<file path="config.mk">
export PLATFORM = sky130hd
export DESIGN_NAME = key_locked_mem
export DESIGN_NICKNAME = d
export VERILOG_FILES = /design/src/rtl/key_locked_mem.sv
export SDC_FILE = /design/constraint.sdc
export NUM_CORES = 1
export LEC_CHECK = 0
export CAP_MARGIN = 40
export CORE_MARGIN = 5
export CORE_UTILIZATION = 45
export DETAILED_ROUTE_END_ITERATION = 12
export PLACE_DENSITY = 0.74
export SLEW_MARGIN = 20
export SYNTH_ARGS = -nofsm -noshare
export SYNTH_HDL_FRONTEND = slang
export SYNTH_SLANG_ARGS = --single-unit
</file>
<file path="constraint.sdc">
create_clock -name clk -period 4.45 [get_ports clk]
set_input_delay 1.335 -clock clk [delete_from_list [all_inputs] [get_ports clk]]
set_output_delay 1.335 -clock clk [all_outputs]
set_load 0.01 [all_outputs]
</file>
<file path="src/rtl/key_locked_mem.sv">
// Word-addressed memory whose key slots are provisioned after reset and are then write-protected.
// Blocked key writes and out-of-range accesses raise one-cycle pulses; blocked writes are counted.
module key_locked_mem #(
  parameter int unsigned DATA_W       = 32,
  parameter int unsigned DEPTH        = 32,
  parameter int unsigned ADDR_W       = 32,
  parameter int unsigned NUM_KEYS     = 2,
  parameter int unsigned KEY_BASE     = 0,
  parameter logic [NUM_KEYS*DATA_W-1:0] KEY_VALUES = {32'hA5A5_0F0F, 32'h1035_9987},
  parameter int unsigned KEY_READABLE = 1
) (
  input  logic              clk,
  input  logic              reset,
  input  logic [ADDR_W-1:0] address,
  input  logic              we,
  input  logic [DATA_W-1:0] wd,
  output logic [DATA_W-1:0] data_out,
  output logic              ready,
  output logic              lock_violation,
  output logic              addr_err,
  output logic [7:0]        violation_count
);

  localparam int unsigned IdxW = $clog2(DEPTH);
  localparam int unsigned KpW  = (NUM_KEYS > 1) ? $clog2(NUM_KEYS) : 1;
  localparam logic [IdxW:0] KeyLo   = (IdxW+1)'(KEY_BASE);
  localparam logic [IdxW:0] NumKeys = (IdxW+1)'(NUM_KEYS);

  typedef enum logic [1:0] {StClear, StProv, StReady} state_e;

  state_e            r_state, w_state_next;
  logic [IdxW-1:0]   r_clr_ptr, w_clr_ptr_next;
  logic [KpW-1:0]    r_key_ptr, w_key_ptr_next;
  logic [DATA_W-1:0] r_mem [DEPTH];

  logic [IdxW-1:0]   w_idx;
  logic [IdxW:0]     w_key_off;
  logic              w_oor;
  logic              w_is_key;
  logic              w_mem_we;
  logic [IdxW-1:0]   w_mem_waddr;
  logic [DATA_W-1:0] w_mem_wdata;
  logic              w_unused_addr_lsb;

  assign w_idx             = address[IdxW+1:2];
  assign w_unused_addr_lsb = ^address[1:0];
  // Offset wraps to a large value below KEY_BASE, so one compare covers both bounds.
  assign w_key_off         = {1'b0, w_idx} - KeyLo;
  assign w_is_key          = (w_key_off < NumKeys);
  assign ready             = (r_state == StReady);

  generate
    if (ADDR_W > IdxW + 2) begin : g_oor
      assign w_oor = |address[ADDR_W-1:IdxW+2];
    end else begin : g_no_oor
      assign w_oor = 1'b0;
    end
  endgenerate

  always_ff @(posedge clk or negedge reset) begin
    if (!reset) begin
      r_state   <= StClear;
      r_clr_ptr <= '0;
      r_key_ptr <= '0;
    end else begin
      r_state   <= w_state_next;
      r_clr_ptr <= w_clr_ptr_next;
      r_key_ptr <= w_key_ptr_next;
    end
  end

  always_comb begin
    w_state_next   = r_state;
    w_clr_ptr_next = r_clr_ptr;
    w_key_ptr_next = r_key_ptr;
    w_mem_we       = 1'b0;
    w_mem_waddr    = r_clr_ptr;
    w_mem_wdata    = '0;
    unique case (r_state)
      StClear: begin
        w_mem_we       = 1'b1;
        w_clr_ptr_next = r_clr_ptr + 1'b1;
        if (r_clr_ptr == IdxW'(DEPTH - 1)) w_state_next = StProv;
      end
      StProv: begin
        w_mem_we       = 1'b1;
        w_mem_waddr    = IdxW'(KEY_BASE + r_key_ptr);
        w_mem_wdata    = KEY_VALUES[r_key_ptr*DATA_W +: DATA_W];
        w_key_ptr_next = r_key_ptr + 1'b1;
        if (r_key_ptr == KpW'(NUM_KEYS - 1)) w_state_next = StReady;
      end
      StReady: begin
        w_mem_we    = we && !w_oor && !w_is_key;
        w_mem_waddr = w_idx;
        w_mem_wdata = wd;
      end
      default: w_state_next = StClear;
    endcase
  end

  // Array is deliberately left out of reset so it maps onto plain RAM.
  always_ff @(posedge clk) begin
    if (w_mem_we) r_mem[w_mem_waddr] <= w_mem_wdata;
  end

  always_ff @(posedge clk or negedge reset) begin
    if (!reset) begin
      data_out        <= '0;
      lock_violation  <= 1'b0;
      addr_err        <= 1'b0;
      violation_count <= '0;
    end else begin
      data_out       <= '0;
      lock_violation <= 1'b0;
      addr_err       <= 1'b0;
      if (ready) begin
        if (w_oor) begin
          addr_err <= 1'b1;
        end else begin
          if (!(w_is_key && (KEY_READABLE == 0))) data_out <= r_mem[w_idx];
          if (we && w_is_key) begin
            lock_violation <= 1'b1;
            if (violation_count != 8'hFF) violation_count <= violation_count + 8'd1;
          end
        end
      end
    end
  end

endmodule

</file>
==> results.txt, run 1 <==
----------------------------------------------------
[Status]
  Status ... finished, final reports clean

[Power and ir drop]
  Worst ir drop on vdd ... ~0.34 mV
  Combinational group share of total power ... roughly 4.4%
  Internal Power ... 0.0165 W
  Total Power ... 0.0207 W
  Total power divided by cell area ... about 420 nW/µm²
  P_leak ... roughly 16 nW
  Register share of total power ... ~53%
  Switching part of the total ... roughly a fifth
  Clock share of power ... ~42%
  Reported net switching power ... 0.00420 W

[Synth]
  Combinational family with the most area after synthesis ... multiplexers
  Number of synthesized flops with an enable pin ... 1024
  Prevailing post-synth register cell ... sky130_fd_sc_hd__edfxtp_1
  Share of flip-flops with an asynchronous set or reset ... 4.66%
  Post-synthesis xor/xnor area fraction ... less than 1%
  Most common cell in the netlist ... sky130_fd_sc_hd__edfxtp_1
  Share of synthesized area occupied by flip-flops and latches ... approximately three quarters
  Library cells used by synthesis ... 49
  Cell type with the highest aggregate area in the netlist ... sky130_fd_sc_hd__edfxtp_1
  Cells taking the most area after synthesis ... sky130_fd_sc_hd__edfxtp_1 (74%), sky130_fd_sc_hd__mux4_2 (7.6%), sky130_fd_sc_hd__mux2i_1 (4.6%)
  FF+latch count, synth ... ~1100
  Net Count, Synth ... roughly 2100
  Synthesis warning total ... 0
  Cell types with the highest counts after synthesis ... sky130_fd_sc_hd__edfxtp_1 (1024), sky130_fd_sc_hd__mux2i_1 (191), sky130_fd_sc_hd__mux4_2 (141)
  Fraction of the mapped netlist area in adder cells ... 0.240%
  Post-synthesis cell area ... 41700 µm²
  Area fraction of the dominant cell type after synthesis ... between 70% and 80%
  Average cell area after synthesis ... 20.6 µm²
  Simple-gate share of the synthesized area ... approximately 2.0%
  Multiplexer share of the synthesized area ... around 15%
  Synth Area in Compound Gates ... just over 4%
  Gate Count Post-Synth ... between 2000 and 2500

[Placed design]
  Global placement routability congestion ... slightly below 0.8
  Number of port buffers ... between 100 and 150
  Final HPWL DP ... between 50000 and 60000 µm
  Total instance count after detailed placement ... 3383

[STA]
  Clock tree skew after final layout ... 30.2 ps
  Fin. Hold Viols ... 0
  Final TNS setup ... 0 ps
  Tightest slew margin relative to the limit ... between 10% and 20%
  Maximum clock frequency ... around 260 MHz
  Least-Margin Pin Slew ... 1250 ps
  Count of final setup violators ... 0
  Period minus WS final ... approximately 3800 ps
  Period Utilization, post-route ... around 86%
  Final Max Tran Viols ... 0
  RSZ-0062 raised after global routing ... false

[Floorplanning]
  Core area ... approximately 90000 µm²
  Die area ... ~99000 µm²
  Height of the die ... between 300 and 400 µm
  I/O Pins ... 110
  Die Width ... 315 µm
  Initial core utilization ... between 40 and 50%
  Cell row count ... 111

[Clock tree]
  Clk_lat worst skew ... ~670 ps
  Post-CTS clock slew at the launch and capture registers of the worst setup and hold paths ... approximately 60 ps
  Level count of the clock H-tree ... 3
  Post-CTS Setup Bufs ... 0
  Total of hold buffers inserted after clock tree synthesis ... 0
  Post-cts resize count ... 0
  Clock buffer count from CTS ... 104
  Maximum root-to-sink buffer count ... 3
  CTS tree ... yes
  Sink Count ... between 1000 and 1500
  Root Buffer ... sky130_fd_sc_hd__clkbuf_16

[Global routing]
  Largest net degree at the start of global routing ... around 140
  Total GRT Usage ... just under 20%
  Antenna violations before repair ... 2
  Overall overflow remaining after global route ... 0
  Global-route wire length before repair ... about 140000 µm
  Number of global-route vias before repair ... around 22000

[Critical path]
  Worst-path maximum fanout ... 18
  Worst Setup Start Kind ... input port
  Category of the critical setup timing path ... in2reg
  Crit-path most repeated cell ... sky130_fd_sc_hd__buf_4
  Arrival time at the worst endpoint ... about 4100 ps
  Largest stage delay on the critical path ... around 630 ps
  Endpoint kind of the worst setup timing path ... flop
  Worst EP required ... between 4000 and 5000 ps
  Series of cell instances along the critical path ... clkdlybuf4s50_1 -> nor4_1 -> buf_4 -> nor3b_1 -> nand4_1 -> a21o_1 -> buf_4 -> buf_4 -> nor3_2 -> buf_4
  Critical-path top delay cell ... sky130_fd_sc_hd__clkdlybuf4s50_1

[Finish]
  Count of placed standard cells in the final layout, fillers left out ... around 3600
  Total area of multi-input combinational cells ... just over 9000 µm²
  Number of nets in the layout ... 2327
  Share of cells above drive strength 1 ... between 20 and 25%
  Footprint of the flip-flops and latches ... roughly 32000 µm²
  Fillers ... about 6800
  Area growth, synth to finish ... 17.3%

[Detailed routing]
  Total number of vias ... 21200
  Wirelength, routed ... slightly below 100000 µm
  Total iterations of the first detailed-routing run ... 5
  Number of vias per cell ... between 5 and 6
  Number of design-rule violations left by the first detailed-router iteration ... roughly 2500
  Per-cell routed wire length ... between 20 and 30 µm
  DRC viols ... 0
  Remaining antenna violation count after routing ... 0

[Worst hold path]
  Type of the most critical hold path ... reg2reg

[Job]
  Max Cap Violations ... 0

----------------------------------------------------
==> layout make-up <==
class	count	area share, %
sequential	1074	65.3
multi-input combinational	801	18.8
clock buffer	130	5.66
timing repair buffer	245	5.47
tap	1243	3.18
clock inverter	64	1.36
inverter	26	0.199
antenna	1	0.00511
==> path summary, 6_finish.rpt <==
path / startpoint / to / slack (ps) / cells after the start
max: address[6] / r_mem[6][15]$_DFFE_PP_ / 630 / 10
min: violation_count[6]$_DFFE_PN0P_ / violation_count[6]$_DFFE_PN0P_ / 520 / 1
max reg2reg: r_state[0]$_DFFE_PN0P_ / r_mem[18][13]$_DFFE_PP_ / 890 / 10
min reg2reg: violation_count[6]$_DFFE_PN0P_ / violation_count[6]$_DFFE_PN0P_ / 520 / 1
max in group asynchronous: reset / data_out[24]$_DFF_PN0_ / 3290 / 2
min in group asynchronous: reset / addr_err$_DFF_PN0_ / 560 / 1
==> registers in the layout, summed over array words and instances, names as in the netlist <==
signal           count
data_out            32
r_state              2
lock_violation       1
addr_err             1
r_mem             1024
violation_count      8
r_clr_ptr            5
r_key_ptr            1
==> per-layer routing <==
metal | vias to the layer above | track usage (%) | routed length [µm]
met2 | 1053 | 31.4 | 47000
li1 | 8874 | - | -
met5 | - | 0 | 0
met3 | 189 | 5.68 | 9610
met4 | 0 | 6.78 | 3520
met1 | 11000 | 26.6 | 38900
==> critical path, delay by kind of cell <==
family          cells  cell delay [ps]
buf+inv             5             1660
simple gates        4              810
compound gates      1              300
==> cell usage in the layout (no fill, tap or decap), types with 14 or more instances in the layout <==
cell type	synthesis	final
sky130_fd_sc_hd__mux4_2	141	141
sky130_fd_sc_hd__a22oi_1	66	66
sky130_fd_sc_hd__clkinv_2	0	19
sky130_fd_sc_hd__clkbuf_1	39	19
sky130_fd_sc_hd__nand2_1	41	41
sky130_fd_sc_hd__buf_12	2	30
sky130_fd_sc_hd__clkinv_1	0	24
sky130_fd_sc_hd__edfxtp_1	1024	1024
sky130_fd_sc_hd__buf_4	17	86
sky130_fd_sc_hd__buf_8	2	20
sky130_fd_sc_hd__a2111oi_1	18	18
sky130_fd_sc_hd__a21oi_1	14	14
sky130_fd_sc_hd__o21ai_0	24	24
sky130_fd_sc_hd__dfrtp_1	50	50
sky130_fd_sc_hd__nand3_1	28	27
sky130_fd_sc_hd__nor2_4	0	22
sky130_fd_sc_hd__inv_1	26	26
sky130_fd_sc_hd__clkdlybuf4s50_1	0	102
sky130_fd_sc_hd__a221oi_1	38	38
sky130_fd_sc_hd__mux4_1	30	30
sky130_fd_sc_hd__clkbuf_16	0	104
sky130_fd_sc_hd__mux2_2	26	26
sky130_fd_sc_hd__o22ai_1	21	21
sky130_fd_sc_hd__mux2i_1	191	191
==> power groups by stage <==
stage	logic (W)	clock network (W)	registers (W)
floorplan	0.000556	0	0.0113
global placement	0.000829	0	0.0113
detailed placement	0.000884	0	0.0113
CTS	0.000888	0.00890	0.0111
global route	0.000958	0.00933	0.0111
finish	0.000901	0.00874	0.0111
==> logic make-up (layout without fill, tap and decap cells) <==
| group | after synthesis | after routing |
|---|---|---|
| AO/OA/AOI/OAI | 222 | 222 |
| AND/OR/NAND/NOR | 172 | 172 |
| multiplexers | 388 | 388 |
| adder cells (fa/ha/maj) | 8 | 8 |
| flip-flops | 1074 | 1074 |
| other | 0 | 1 |
| buffers and inverters | 147 | 465 |
| XOR/XNOR | 11 | 11 |
==> metrics by stage <==
stage                     utilization [%]  hold slack, ps  setup WS (ps)  area (µm²)
after floorplan                         -             467           -579       41800
after global placement               49.2             485          -77.3       45200
after detailed placement             49.5             511          -86.0       45400
after CTS                            53.2             519            608       48900
after global routing                 53.3             542            456       49000
final                                53.3             523            629       49000
(Power assumes the default switching activity.)
==> inputs of run 2 (changes only) <==
--- a/config.mk
+++ b/config.mk
@@ -6,10 +6,11 @@
 export NUM_CORES = 1
 export LEC_CHECK = 0
 export CAP_MARGIN = 40
-export CORE_MARGIN = 5
+export CORE_MARGIN = 8
 export CORE_UTILIZATION = 45
 export DETAILED_ROUTE_END_ITERATION = 12
 export PLACE_DENSITY = 0.74
+export REMOVE_ABC_BUFFERS = 1
 export SLEW_MARGIN = 20
 export SYNTH_ARGS = -nofsm -noshare
 export SYNTH_HDL_FRONTEND = slang
==> results.txt, run 2 (synthesis gave the netlist of run 1 again) <==
----------------------------------------------------
[Placed design]
  Total instance count after detailed placement ... about 3400
  Global placement routability congestion ... about 0.86
  Number of port buffers ... between 100 and 150
  Final HPWL DP ... 60800 µm

[STA]
  Final TNS setup ... 0 ps
  Clock tree skew after final layout ... slightly below 40 ps
  Fin. Hold Viols ... 0
  Count of final setup violators ... 0
  Period minus WS final ... around 3600 ps
  RSZ-0062 raised after global routing ... false
  Worst hold margin ... a little over 500 ps
  Period Utilization, post-route ... roughly four fifths
  Tightest slew margin relative to the limit ... a little over two fifths
  Maximum clock frequency ... 280 MHz
  Least-Margin Pin Slew ... around 860 ps
  Final Max Tran Viols ... 0

[Detailed routing]
  Number of design-rule violations left by the first detailed-router iteration ... 2707
  Per-cell routed wire length ... approximately 29 µm
  Remaining antenna violation count after routing ... 0
  Wirelength, routed ... a little over 100000 µm
  Total number of vias ... around 22000
  DRC viols ... 0
  Number of vias per cell ... between 5 and 6
  Total iterations of the first detailed-routing run ... 6

[Finish]
  Number of nets in the layout ... 2359
  Top Registers ... r_mem x1024, data_out x32, violation_count x8
  Finished Core Util ... 54.0%
  Area growth, synth to finish ... 18.8%
  Share of cells above drive strength 1 ... 23.5%
  Register with the highest flop count ... r_mem
  Commonest cells after routing, fill and taps aside ... sky130_fd_sc_hd__edfxtp_1 (1024), sky130_fd_sc_hd__mux2i_1 (191), sky130_fd_sc_hd__mux4_2 (141)
  Largest register FFs ... 1024
  Fillers ... around 6700
  Count of placed standard cells in the final layout, fillers left out ... 3614
  Most common library cell in the layout ignoring fill and taps ... sky130_fd_sc_hd__edfxtp_1

[Clock tree]
  CTS tree ... yes
  Post-CTS clock slew at the launch and capture registers of the worst setup and hold paths ... around 60 ps
  Root Buffer ... sky130_fd_sc_hd__clkbuf_16
  Clock buffer count from CTS ... about 100
  Clk_lat worst skew ... around 660 ps
  Level count of the clock H-tree ... 3
  Sink Count ... between 1000 and 1500
  Maximum root-to-sink buffer count ... 3
  Post-cts resize count ... 0
  Total of hold buffers inserted after clock tree synthesis ... 0
  Post-CTS Setup Bufs ... 0

[Critical path]
  Category of the critical setup timing path ... in2reg
  Arrival time at the worst endpoint ... 3880 ps
  Series of cell instances along the critical path ... clkdlybuf4s50_1 -> nor4_1 -> nor3b_1 -> nand4_1 -> a21bo_2 -> nor3_2 -> buf_4
  Endpoint kind of the worst setup timing path ... flop
  Critical-path top delay cell ... sky130_fd_sc_hd__clkdlybuf4s50_1
  Worst EP required ... around 4800 ps
  Worst r2r path cells ... 7
  Worst Setup Start Kind ... input port
  Largest stage delay on the critical path ... 750 ps
  Worst-path maximum fanout ... 17

[Global routing]
  Largest net degree at the start of global routing ... 76
  Overall overflow remaining after global route ... 0
  Number of global-route vias before repair ... around 22000
  Antenna violations before repair ... 0
  Global-route wire length before repair ... around 150000 µm
  Total GRT Usage ... between 10% and 20%

[Status]
  Status ... finished, final reports clean

[Floorplanning]
  Die area ... around 100000 µm²
  Initial core utilization ... approximately 45%
  I/O Pins ... 110
  Height of the die ... roughly 320 µm
  Core area ... 91800 µm²
  Die Width ... approximately 320 µm
  Cell row count ... 111

[Worst hold path]
  Worst hold path depth ... 1
  Type of the most critical hold path ... reg2reg

[Power and ir drop]
  Worst ir drop on vdd ... between 0.2 and 0.3 mV
  P_leak ... between 15 and 20 nW
  Total Power ... about 0.021 W
  Total power divided by cell area ... 431 nW/µm²

[Job]
  Max Cap Violations ... 0

----------------------------------------------------
-- run 2: changes by cell type in the layout (fill, tap and decap cells not counted), moves of 3 or more --
cell                         delta
sky130_fd_sc_hd__buf_4         +23
sky130_fd_sc_hd__buf_12        +13
sky130_fd_sc_hd__bufinv_16     +13
sky130_fd_sc_hd__clkinv_1      -10
sky130_fd_sc_hd__clkbuf_1       -7
sky130_fd_sc_hd__nor2b_1        +7
sky130_fd_sc_hd__nor2b_2        -7
sky130_fd_sc_hd__clkbuf_8       -5
sky130_fd_sc_hd__clkinvlp_4     +5
sky130_fd_sc_hd__clkinv_4       +3
-- run 2: final timing paths --
check	start	to	slack, ps
max	address[6]	r_mem[5][2]$_DFFE_PP_	880
min	violation_count[7]$_DFFE_PN0P_	violation_count[7]$_DFFE_PN0P_	510
max reg2reg	r_state[0]$_DFFE_PN0P_	r_mem[5][2]$_DFFE_PP_	1000
min reg2reg	violation_count[7]$_DFFE_PN0P_	violation_count[7]$_DFFE_PN0P_	510
max in group asynchronous	reset	data_out[11]$_DFF_PN0_	3320
min in group asynchronous	reset	data_out[26]$_DFF_PN0_	590
-- run 2: through the flow --
stage               instance area (µm²)  worst slack [ps]
floorplan                         41000              -571
global placement                  45600               326
detailed placement                45800               315
CTS                               49400               914
global route                      49600               844
finish                            49600               876
-- run 2: final cells by class --
cell class	instances	area (µm²)	area share, %
flip-flops and latches	1074	32000	64.5
inverters	26	97.6	0.197
repair buffers	279	3090	6.24
clock inverters	73	1020	2.05
multi-input cells	801	9160	18.5
well taps	1243	1560	3.14
clock buffers	117	2650	5.34
diodes	1	2.50	0.00505
-- run 2: power breakdown --
group	switching, W	internal [W]	leakage, nW	total, W
clock network	0.00371	0.00568	1.78	0.00939
logic	0.000527	0.000372	4.86	0.000899
registers	0.00000000000471	0.0111	9.89	0.0111
-- run 2: critical path: cells and delay by family --
| family | cells | cell delay, ps |
|---|---|---|
| and+or+nand+nor | 4 | 950 |
| AOI/OAI and AO/OA | 1 | 400 |
| buffers and inverters | 2 | 1160 |
-- run 2: metal layers --
metal,up-vias,routed length [µm],global-route usage (%)
met4,0,3570,6.90
li1,8936,-,-
met5,-,0,0
met3,200,9720,4.05
met2,1198,50300,32.5
met1,11200,39700,26.0
